<file path="config.mk">
export PLATFORM = sky130hd
export DESIGN_NAME = ysyx_22050019_ifu_fetch
export DESIGN_NICKNAME = d
export VERILOG_FILES = /design/src/rtl/ysyx_22050019_pkg.sv /design/src/rtl/ysyx_22050019_ifu_fetch.sv
export SDC_FILE = /design/constraint.sdc
export NUM_CORES = 1
export LEC_CHECK = 0
export CORE_AREA = 2 2 135 137
export DETAILED_ROUTE_END_ITERATION = 10
export DIE_AREA = 0 0 137 139
export PLACE_DENSITY = 0.81
export SLEW_MARGIN = 0
export SYNTH_ARGS = -nofsm -noshare
export SYNTH_HDL_FRONTEND = slang
export SYNTH_SLANG_ARGS = --single-unit
</file>
<file path="constraint.sdc">
create_clock -name clk -period 3.24 [get_ports clk]
set_input_delay 0.81 -clock clk [delete_from_list [all_inputs] [get_ports clk]]
set_output_delay 0.81 -clock clk [all_outputs]
set_load 0.005 [all_outputs]
</file>
<file path="src/rtl/ysyx_22050019_pkg.sv">
// Shared definitions for the ysyx_22050019 instruction fetch unit.
// Holds the fetch FSM encoding, reset PC default and instruction width.
package ysyx_22050019_pkg;

    localparam logic [63:0] DEF_RESET_PC = 64'h0000_0000_8000_0000;
    localparam int          INST_W       = 32;

    typedef enum logic [1:0] {
        ST_IDLE = 2'd0,
        ST_REQ  = 2'd1,
        ST_WAIT = 2'd2,
        ST_HOLD = 2'd3
    } ifu_state_e;

    // Picks the 32-bit instruction out of a 64-bit memory beat using pc[2].
    function automatic logic [INST_W-1:0] select_word(input logic [63:0] data, input logic hi);
        return hi ? data[63:32] : data[31:0];
    endfunction

endpackage

</file>
<file path="src/rtl/ysyx_22050019_ifu_fetch.sv">
// Instruction fetch unit: owns the PC, keeps one read in flight to instruction memory and
// presents {pc_o, inst_o, commite_o} with a one-cycle ifu_ok_o strobe.
//
// state | meaning
// IDLE  | first cycle after reset release
// REQ   | request presented, waiting for memory to accept it
// WAIT  | request accepted, waiting for its response (drop_q marks it stale)
// HOLD  | instruction presented but IF/ID stalled; PC not yet advanced
module ysyx_22050019_ifu_fetch
    import ysyx_22050019_pkg::*;
#(
    parameter int                ADDR_W   = 64,
    parameter int                DATA_W   = 64,
    parameter logic [ADDR_W-1:0] RESET_PC = DEF_RESET_PC
) (
    input  logic              clk,
    input  logic              rst_n,
    output logic              mem_req_valid_o,
    input  logic              mem_req_ready_i,
    output logic [ADDR_W-1:0] mem_req_addr_o,
    input  logic              mem_resp_valid_i,
    input  logic [DATA_W-1:0] mem_resp_data_i,
    input  logic              mem_resp_err_i,
    input  logic              redirect_valid_i,
    input  logic [ADDR_W-1:0] redirect_pc_i,
    input  logic              if_id_stall_i,
    output logic [ADDR_W-1:0] pc_o,
    output logic [INST_W-1:0] inst_o,
    output logic              commite_o,
    output logic              ifu_ok_o,
    output logic              ifu_err_o
);

    localparam logic [ADDR_W-1:0] ALIGN_MASK = ~ADDR_W'(3);
    localparam logic [ADDR_W-1:0] PC_STEP    = ADDR_W'(4);

    ifu_state_e        state_q, state_d;
    logic [ADDR_W-1:0] pc_q, pc_d;
    logic              drop_q, drop_d;
    logic [ADDR_W-1:0] pc_out_q, pc_out_d;
    logic [INST_W-1:0] inst_q, inst_d;
    logic              commit_q, commit_d;
    logic              ok_q, ok_d;
    logic              err_q, err_d;
    logic              req_fire;

    assign mem_req_valid_o = (state_q == ST_REQ);
    assign mem_req_addr_o  = pc_q & ALIGN_MASK;
    assign req_fire        = mem_req_valid_o & mem_req_ready_i;

    assign pc_o      = pc_out_q;
    assign inst_o    = inst_q;
    assign commite_o = commit_q;
    assign ifu_ok_o  = ok_q;
    assign ifu_err_o = err_q;

    always_comb begin
        state_d  = state_q;
        pc_d     = pc_q;
        drop_d   = drop_q;
        pc_out_d = pc_out_q;
        inst_d   = inst_q;
        commit_d = commit_q;
        ok_d     = 1'b0;
        err_d    = err_q;

        if (redirect_valid_i) begin
            // A redirect overrides everything; an in-flight read is marked stale.
            pc_d     = redirect_pc_i & ALIGN_MASK;
            commit_d = 1'b0;
            unique case (state_q)
                ST_REQ: begin
                    state_d = req_fire ? ST_WAIT : ST_REQ;
                    drop_d  = req_fire;
                end
                ST_WAIT: begin
                    state_d = mem_resp_valid_i ? ST_REQ : ST_WAIT;
                    drop_d  = ~mem_resp_valid_i;
                end
                default: begin
                    state_d = ST_REQ;
                    drop_d  = 1'b0;
                end
            endcase
        end else begin
            unique case (state_q)
                ST_IDLE: state_d = ST_REQ;
                ST_REQ: begin
                    if (req_fire) state_d = ST_WAIT;
                end
                ST_WAIT: begin
                    if (mem_resp_valid_i) begin
                        if (drop_q) begin
                            drop_d  = 1'b0;
                            state_d = ST_REQ;
                        end else begin
                            pc_out_d = pc_q;
                            inst_d   = select_word(64'(mem_resp_data_i), pc_q[2]);
                            err_d    = mem_resp_err_i;
                            commit_d = 1'b1;
                            ok_d     = 1'b1;
                            if (if_id_stall_i) begin
                                state_d = ST_HOLD;
                            end else begin
                                pc_d    = pc_q + PC_STEP;
                                state_d = ST_REQ;
                            end
                        end
                    end
                end
                ST_HOLD: begin
                    if (!if_id_stall_i) begin
                        pc_d    = pc_q + PC_STEP;
                        state_d = ST_REQ;
                    end
                end
                default: state_d = ST_IDLE;
            endcase
        end
    end

    always_ff @(posedge clk or negedge rst_n) begin
        if (!rst_n) begin
            state_q  <= ST_IDLE;
            pc_q     <= RESET_PC;
            drop_q   <= 1'b0;
            pc_out_q <= '0;
            inst_q   <= '0;
            commit_q <= 1'b0;
            ok_q     <= 1'b0;
            err_q    <= 1'b0;
        end else begin
            state_q  <= state_d;
            pc_q     <= pc_d;
            drop_q   <= drop_d;
            pc_out_q <= pc_out_d;
            inst_q   <= inst_d;
            commit_q <= commit_d;
            ok_q     <= ok_d;
            err_q    <= err_d;
        end
    end

endmodule

</file>
Yosys cells after proc, flatten, opt, wreduce, memory -nomap -nowiden

Cells that the tools add are included.

Flip-flop bits (word level): 166
Bits in latches: 0
Bits in writable memories: 0
Bits in read-only memories: 0
Input bits: 135
Output and inout port bits: 164
Word-level logic and storage cells: 58
Memories kept: 0

$add $sub $neg: 1
$mul: 0
Div/mod/pow operators: 0
Order comparisons: 0
Equality and inequality tests: 8
Shifts and indexed selects: 0
Multiplexer cells: 28
Bitwise operators: 4
Reduce and logical (&&, ||, !) cells: 9

Operators with widths:

| kind                    | number |
|---|---|
| $mux W64                | 4 |
| $pmux W64 S2            | 1 |
| $add A64 B3 Y64 const B | 1 |
| $mux W32                | 1 |
| $mux W2                 | 8 |
| $mux W1                 | 11 |
| $ne A3 B3 Y1 const B    | 3 |
| $reduce_and A3 Y1       | 3 |
| $pmux W2 S4             | 1 |
| $eq A2 B2 Y1 const B    | 2 |
| $pmux W2 S2             | 1 |
| $reduce_and A4 Y1       | 1 |
| $reduce_bool A2 Y1      | 2 |
| $ne A3 B1 Y1 const B    | 1 |
| $not A1 Y1              | 3 |
| $reduce_bool A3 Y1      | 1 |
| $eq A2 B1 Y1 const B    | 1 |
| $logic_not A2 Y1        | 1 |
| $ne A2 B2 Y1 const B    | 1 |
| $pmux W1 S2             | 1 |
| $reduce_and A2 Y1       | 1 |
| $and A1 B1 Y1           | 1 |

Depth between registers and ports, before layout

Gate-level depths: netlist of the first run.

Word-level depth: 6
Gate-level depth with buffers: 9
Gate-level depth less buffers: 7

Least setup slack after synthesis of the first run

No wires, ideal clock.

Kind: input port to flip-flop
Start point: input mem_resp_valid_i
End point: register pc_q[62]
Library setup time: 0.082 ns
Arrival time: 2.675 ns
Required time: 3.158 ns
Path slack: 0.483 ns
Stages on the path: 6
Path through: nand3b_1 a2111o_1 buf_2 or4_4 or4_1 a31oi_1

Word-level cells in the longest chain between the ends: 2

Ends and longest elaborated chain:

| what                               | line                           | text |
|---|---|---|
| from (decl)                        | ysyx_22050019_ifu_fetch.sv:21  | `input logic mem_resp_valid_i,` |
| $ne A3 B3 Y1 (no source line)      | --                             |  |
| $reduce_and A3 Y1 (no source line) | --                             |  |
| to (signal assigned)               | ysyx_22050019_ifu_fetch.sv:134 | `pc_q <= pc_d;` |
| to (decl)                          | ysyx_22050019_ifu_fetch.sv:38  | `logic [ADDR_W-1:0] pc_q, pc_d;` |

Every way passes these cells.
A chain may end at the register's enable or synchronous reset.

Worst setup path after layout of the first run

Start point: input mem_resp_valid_i
End point: register pc_q[60]

Same word-level chain as after synthesis.

==> results of run 1 <==
## worst max-delay path: cells and delay by family
kind,cells,cell delay (ps)
compound gates,2,680
buf+inv,1,520
simple gates,3,1240
## cell usage in the layout (no fill, tap or decap), types with 4 or more instances in the layout
master / n
clkdlybuf4s50_1: 290
dfrtp_1: 160
mux2_2: 68
nor2_1: 66
nand2_1: 63
o21ai_0: 45
a21oi_1: 35
mux2i_1: 33
nand4_1: 25
a31oi_1: 25
xnor2_1: 23
buf_4: 23
nand3_1: 18
or4_1: 18
clkbuf_16: 17
xor2_1: 14
nor4_1: 13
o31ai_1: 13
or3_1: 13
and3_1: 10
nor3_1: 9
inv_1: 7
and4_1: 4
ha_1: 4
conb_1: 4
clkinvlp_4: 4
## report_power, final
group / leakage (nW) / switching, mW / internal, mW
sequential: 1.95 / 0.455 / 2.69
combinational: 2.41 / 0.981 / 1.84
clock: 0.272 / 0.832 / 1.12
total: 4.63 / 2.27 / 5.65
## routing by layer
| layer | up-vias | wire length (um) |
|---|---|---|
| li1 | 3265 | - |
| met1 | 3417 | 9560 |
| met2 | 306 | 11600 |
| met3 | 54 | 1790 |
| met4 | 0 | 677 |
| met5 | - | 0 |
## sequential cells by signal, summed over array words and instances, names as in the netlist
name and flops:
state_q 2, pc_o 62, pc_q 62, inst_o 32, ifu_err_o 1, commite_o 1
ifu_ok_o 1, drop_q 1
## cells by family after synthesis
| group | Yosys count | share of synthesized area (%) |
|---|---|---|
| other | 1 | 0.0480 |
| xor gates and xnor gates | 37 | 4.15 |
| and+or+nand+nor | 255 | 16.6 |
| DFF | 162 | 51.9 |
| buffers and inverters | 57 | 3.20 |
| AOI/OAI and AO/OA | 128 | 9.46 |
| adders and majority gates | 4 | 0.640 |
| muxes | 101 | 14.0 |
## final timing paths
| path | end | slack [ps] | start |
|---|---|---|---|
| min | pc_o[23] | 410 | rst_n |
| max | pc_q[60] | 320 | mem_resp_valid_i |
| min reg2reg | commite_o | 490 | commite_o |
| max in group asynchronous | pc_q[31] | 1970 | rst_n |
| max reg2reg | pc_q[55] | 390 | pc_q[12] |
| min in group clk | commite_o | 490 | commite_o |
## stage by stage
stage / util (%) / cell area, sq um
6_report: 65.7 / 11600
5_1_grt: 65.7 / 11600
4_1_cts: 65.7 / 11600
3_5_place_dp: 62.5 / 11000
3_3_place_gp: 62.5 / 11000
2_1_floorplan: - / 7830
## final cells by class
class	instances	share of cell area (%)
well taps	229	2.47
clock inverters	11	0.906
repair buffers	317	27.0
inverters	8	0.259
clock buffers	21	4.05
flip-flops and latches	162	35.0
multi-input cells	529	30.4
==> flow_summary.ini, run 1 <==
[outcome]
status = finished clean

[worst_setup_path]
endpoint_kind = register
critical_path_required_ps = 3570
crit_type = in -> reg
critPathMaxFanout = 6
max_stage_delay_ps = 600
worstSetupStartpointType = input port
cp_cell_sequence = clkdlybuf4s50_1 > nand3b_1 > a2111o_1 > or4_4 > or4_1 > a31oi_1
arrival_ps = 3260
r2r_cells = 5
slowest_stage = or4_4

[power]
power-per-cell-area_mw_per_mm2 = 682
p_leak_nw = 4.63
p_total_mw = 7.92
ir_drop_mv = 0.441

[clock_network]
postCtsSetupRepairBufs = 0
cts-root-buf = clkbuf_16
ctsLongestPathBuffers = 2
clk_pin_slew_ps = 60
htreeDepth = 4
cts_tree = done
cts_repair_resize_count = 0
hold_buffers = 0
numCtsBuffers = 17
clkSinkCount = 162
clk_latency_ps = 420

[yosys]
synth_common_cells = 161 x dfrtp_1, 68 x mux2_2, 66 x nor2_1
synth_area_leaders = dfrtp_1 52%, mux2_2 9.8%, mux2i_1 4.2%
synth_top_flop_cell = dfrtp_1
yosys_warnings = 0
yosysSeqAreaShare_pct = 51.9
yosysMostFrequentCell = dfrtp_1
netlist_area_sq_mm = 0.00781
synth-async-reset-ratio_pct = 100
syn_inst = 745
synth_edf_count = 0
synth_top_area_cell = dfrtp_1
yosysTopAreaCellShare_pct = 51.6
ys_ff_latch = 162
ys_types = 49
syn_area_per_cell_sq_um = 10.5

[global_route]
grt_max_degree = 93
antenna_found_initial = 0
grt_pass1_vias = 7024
use_met2_pct = 40.1
grtUsageMet3_pct = 6.54
grt_overflow = 0
grt_busiest_layer = met2
grt_pass1_wl_um = 37500
grt_use_total_pct = 25.0
use_met1_pct = 32.1

[sta]
setup_tns_ps = 0
whs_ps = 405
worst_slew_pin_slew_ps = 977
timing.slew.headroom_pct = 34.9
timing.fmax_mhz = 342
finClkSkew_ps = 8.36
setup_viol = 0
slew_viol_final = 0
fin_ws_ps = 317
fin_crit_ps = 2920
rsz0062_at_grt = no
final_hold_viol_count = 0
period_share_pct = 90.2

[drt]
vias_per_cell = 5.51
drcViolationCount = 0
drt_wl_total_um = 23600
dr.pass1.iters = 5
antenna_left = 0
routedWlPerCell_um = 18.5
vias = 7042
drt_iter0_markers = 568

[place]
gp_congestion = 0.824
io_buffers = 292
pre_cts_ws_ps = -100
dp_hpwl_um = 16900
dp.cells = 1245

[floorplanning]
start_util_pct = 44.3
design.portCount = 299
die_height_um = 139
coreArea_sq_mm = 0.0177
row_count = 49
dieArea_sq_mm = 0.0190
die_w_um = 137

[layout]
fillers = 1369
area_delta_synth_final_pct = 48.5
nNetsFinal = 1174
multi_input_area_sq_mm = 0.00353
num_antenna_cells = 0
seqCellArea_sq_mm = 0.00406
drive_above_1_share_pct = 12.8
stdcell_count = 1277

[flow_run]
drv_cap = 0

[worst_hold_path]
hp-class = in -> async
No activity file was read; power rests on OpenSTA's default activity.
==> run 2: changes to the inputs <==
--- a/config.mk
+++ b/config.mk
@@ -8,6 +8,7 @@
 export CORE_AREA = 2 2 135 137
 export DETAILED_ROUTE_END_ITERATION = 10
 export DIE_AREA = 0 0 137 139
+export GPL_TIMING_DRIVEN = 0
 export PLACE_DENSITY = 0.81
 export SLEW_MARGIN = 0
 export SYNTH_ARGS = -nofsm -noshare
==> run 2 against run 1 <==
Setup slack got worse by 230 ps. Non-clock buffer count increased by 24. Via count increased by 3.1%. Register-to-register slack got worse by 210 ps. Die area unchanged. Critical path type unchanged.
==> flow_summary.ini, run 2 (same netlist as run 1, synthesis figures left out) <==
[sta]
timing.slew.headroom_pct = 46.3
finClkSkew_ps = 10.7
fin_crit_ps = 3150
timing.fmax_mhz = 318
setup_viol = 0
rsz0062_at_grt = no
period_share_pct = 97.2
final_hold_viol_count = 0
worst_slew_pin_slew_ps = 805
slew_viol_final = 0
fin_ws_ps = 91.3

[drt]
drt_iter0_markers = 543
dr.pass1.iters = 5
vias = 7262
drcViolationCount = 0
routedWlPerCell_um = 19.1
drt_wl_total_um = 24800
antenna_left = 0
vias_per_cell = 5.58

[flow_run]
drv_cap = 0

[floorplanning]
die_w_um = 137
die_height_um = 139
coreArea_sq_mm = 0.0177
start_util_pct = 44.3
design.portCount = 299
row_count = 49
dieArea_sq_mm = 0.0190

[clock_network]
clkSinkCount = 162
numCtsBuffers = 17
cts_tree = done
clk_latency_ps = 430
postCtsSetupRepairBufs = 0
htreeDepth = 4
ctsLongestPathBuffers = 2
cts-root-buf = clkbuf_16
clk_pin_slew_ps = 70

[global_route]
use_met2_pct = 41.5
grt_overflow = 0
grt_use_total_pct = 26.7
antenna_found_initial = 0
grt_pass1_vias = 7125
grt_pass1_wl_um = 39400
use_met1_pct = 35.8
grt_max_degree = 87
grt_busiest_layer = met2
grtUsageMet3_pct = 6.54

[worst_setup_path]
arrival_ps = 3490
timing.rr.end = pc_q[60]
startpoint = mem_resp_valid_i
r2r_slack_ps = 180
critPathMaxFanout = 10
r2r_cells = 8
endpoint_kind = register
worstSetupStartpointType = input port
critical_path_required_ps = 3580
cp-endpoint = pc_q[60]
crit_type = in -> reg
timing.rr.start = state_q[0]

[layout]
area_delta_synth_final_pct = 49.0
nNetsFinal = 1198
num_antenna_cells = 0
drive_above_1_share_pct = 11.4
design_area_sq_mm = 0.0116
final_common_cell = clkdlybuf4s50_1
final_cell_mix = 290 x clkdlybuf4s50_1, 161 x dfrtp_1, 68 x mux2_2
final_util_pct = 65.9

[power]
p_leak_nw = 4.62
power-per-cell-area_mw_per_mm2 = 685
ir_drop_mv = 0.364
p_total_mw = 7.97

[place]
dp_hpwl_um = 18500
gp_congestion = 0.901
placed_area_sq_mm = 0.0111
pre_cts_ws_ps = -518
io_buffers = 291

[worst_hold_path]
hp-class = in -> async

[outcome]
status = finished clean
[run 2: where the power goes]
group          internal, mW  switching, mW
sequential             2.69          0.459
clock                  1.08          0.893
combinational          1.83           1.02
[run 2: timing repair]
item                       in CTS  in global routing
setup endpoints to repair       2                 42
hold buffers                    0                  0
gates resized for setup         1                  7
[run 2: area by class of cell]
| class | instances | area (sq um) |
|---|---|---|
| timing repair buffer | 292 | 2950 |
| sequential | 162 | 4060 |
| clock buffer | 17 | 425 |
| clock inverter | 15 | 148 |
| fill | 1408 | 6010 |
| inverter | 8 | 30.0 |
| multi-input combinational | 529 | 3530 |
| buffer | 49 | 223 |
| tap | 229 | 287 |
[run 2: how the worst min path moves through the flow]
stage               depth (start not counted)       from   endpoint
global placement                            1  commite_o  commite_o
floorplan                                   1  commite_o  commite_o
CTS                                         1      rst_n   pc_o[22]
global route                                1      rst_n   pc_o[22]
detailed placement                          1  commite_o  commite_o
finish                                      1      rst_n   pc_q[22]
[run 2: layer usage]
metal	share of wire [%]	wire (um)
met5	0	0
met4	3.4	854
met3	7.2	1790
met2	48	11800
met1	42	10400
[run 2: critical path: stages]
cell and delay (ps):
clkdlybuf4s50_1 520, nand3b_1 170, a2111o_1 440, buf_2 200
or4_4 610, or4_1 540, a31oi_1 190
[run 2: per-stage QoR]
| stage | hold slack, ps | cells | setup TNS [ps] |
|---|---|---|---|
| 2_1_floorplan | 478 | 748 | 0 |
| 3_3_place_gp | 464 | 1268 | -874270 |
| 3_5_place_dp | 490 | 1269 | -21260 |
| 4_1_cts | 363 | 1301 | 0 |
| 5_1_grt | 380 | 1301 | 0 |
| 6_report | 322 | 1301 | 0 |
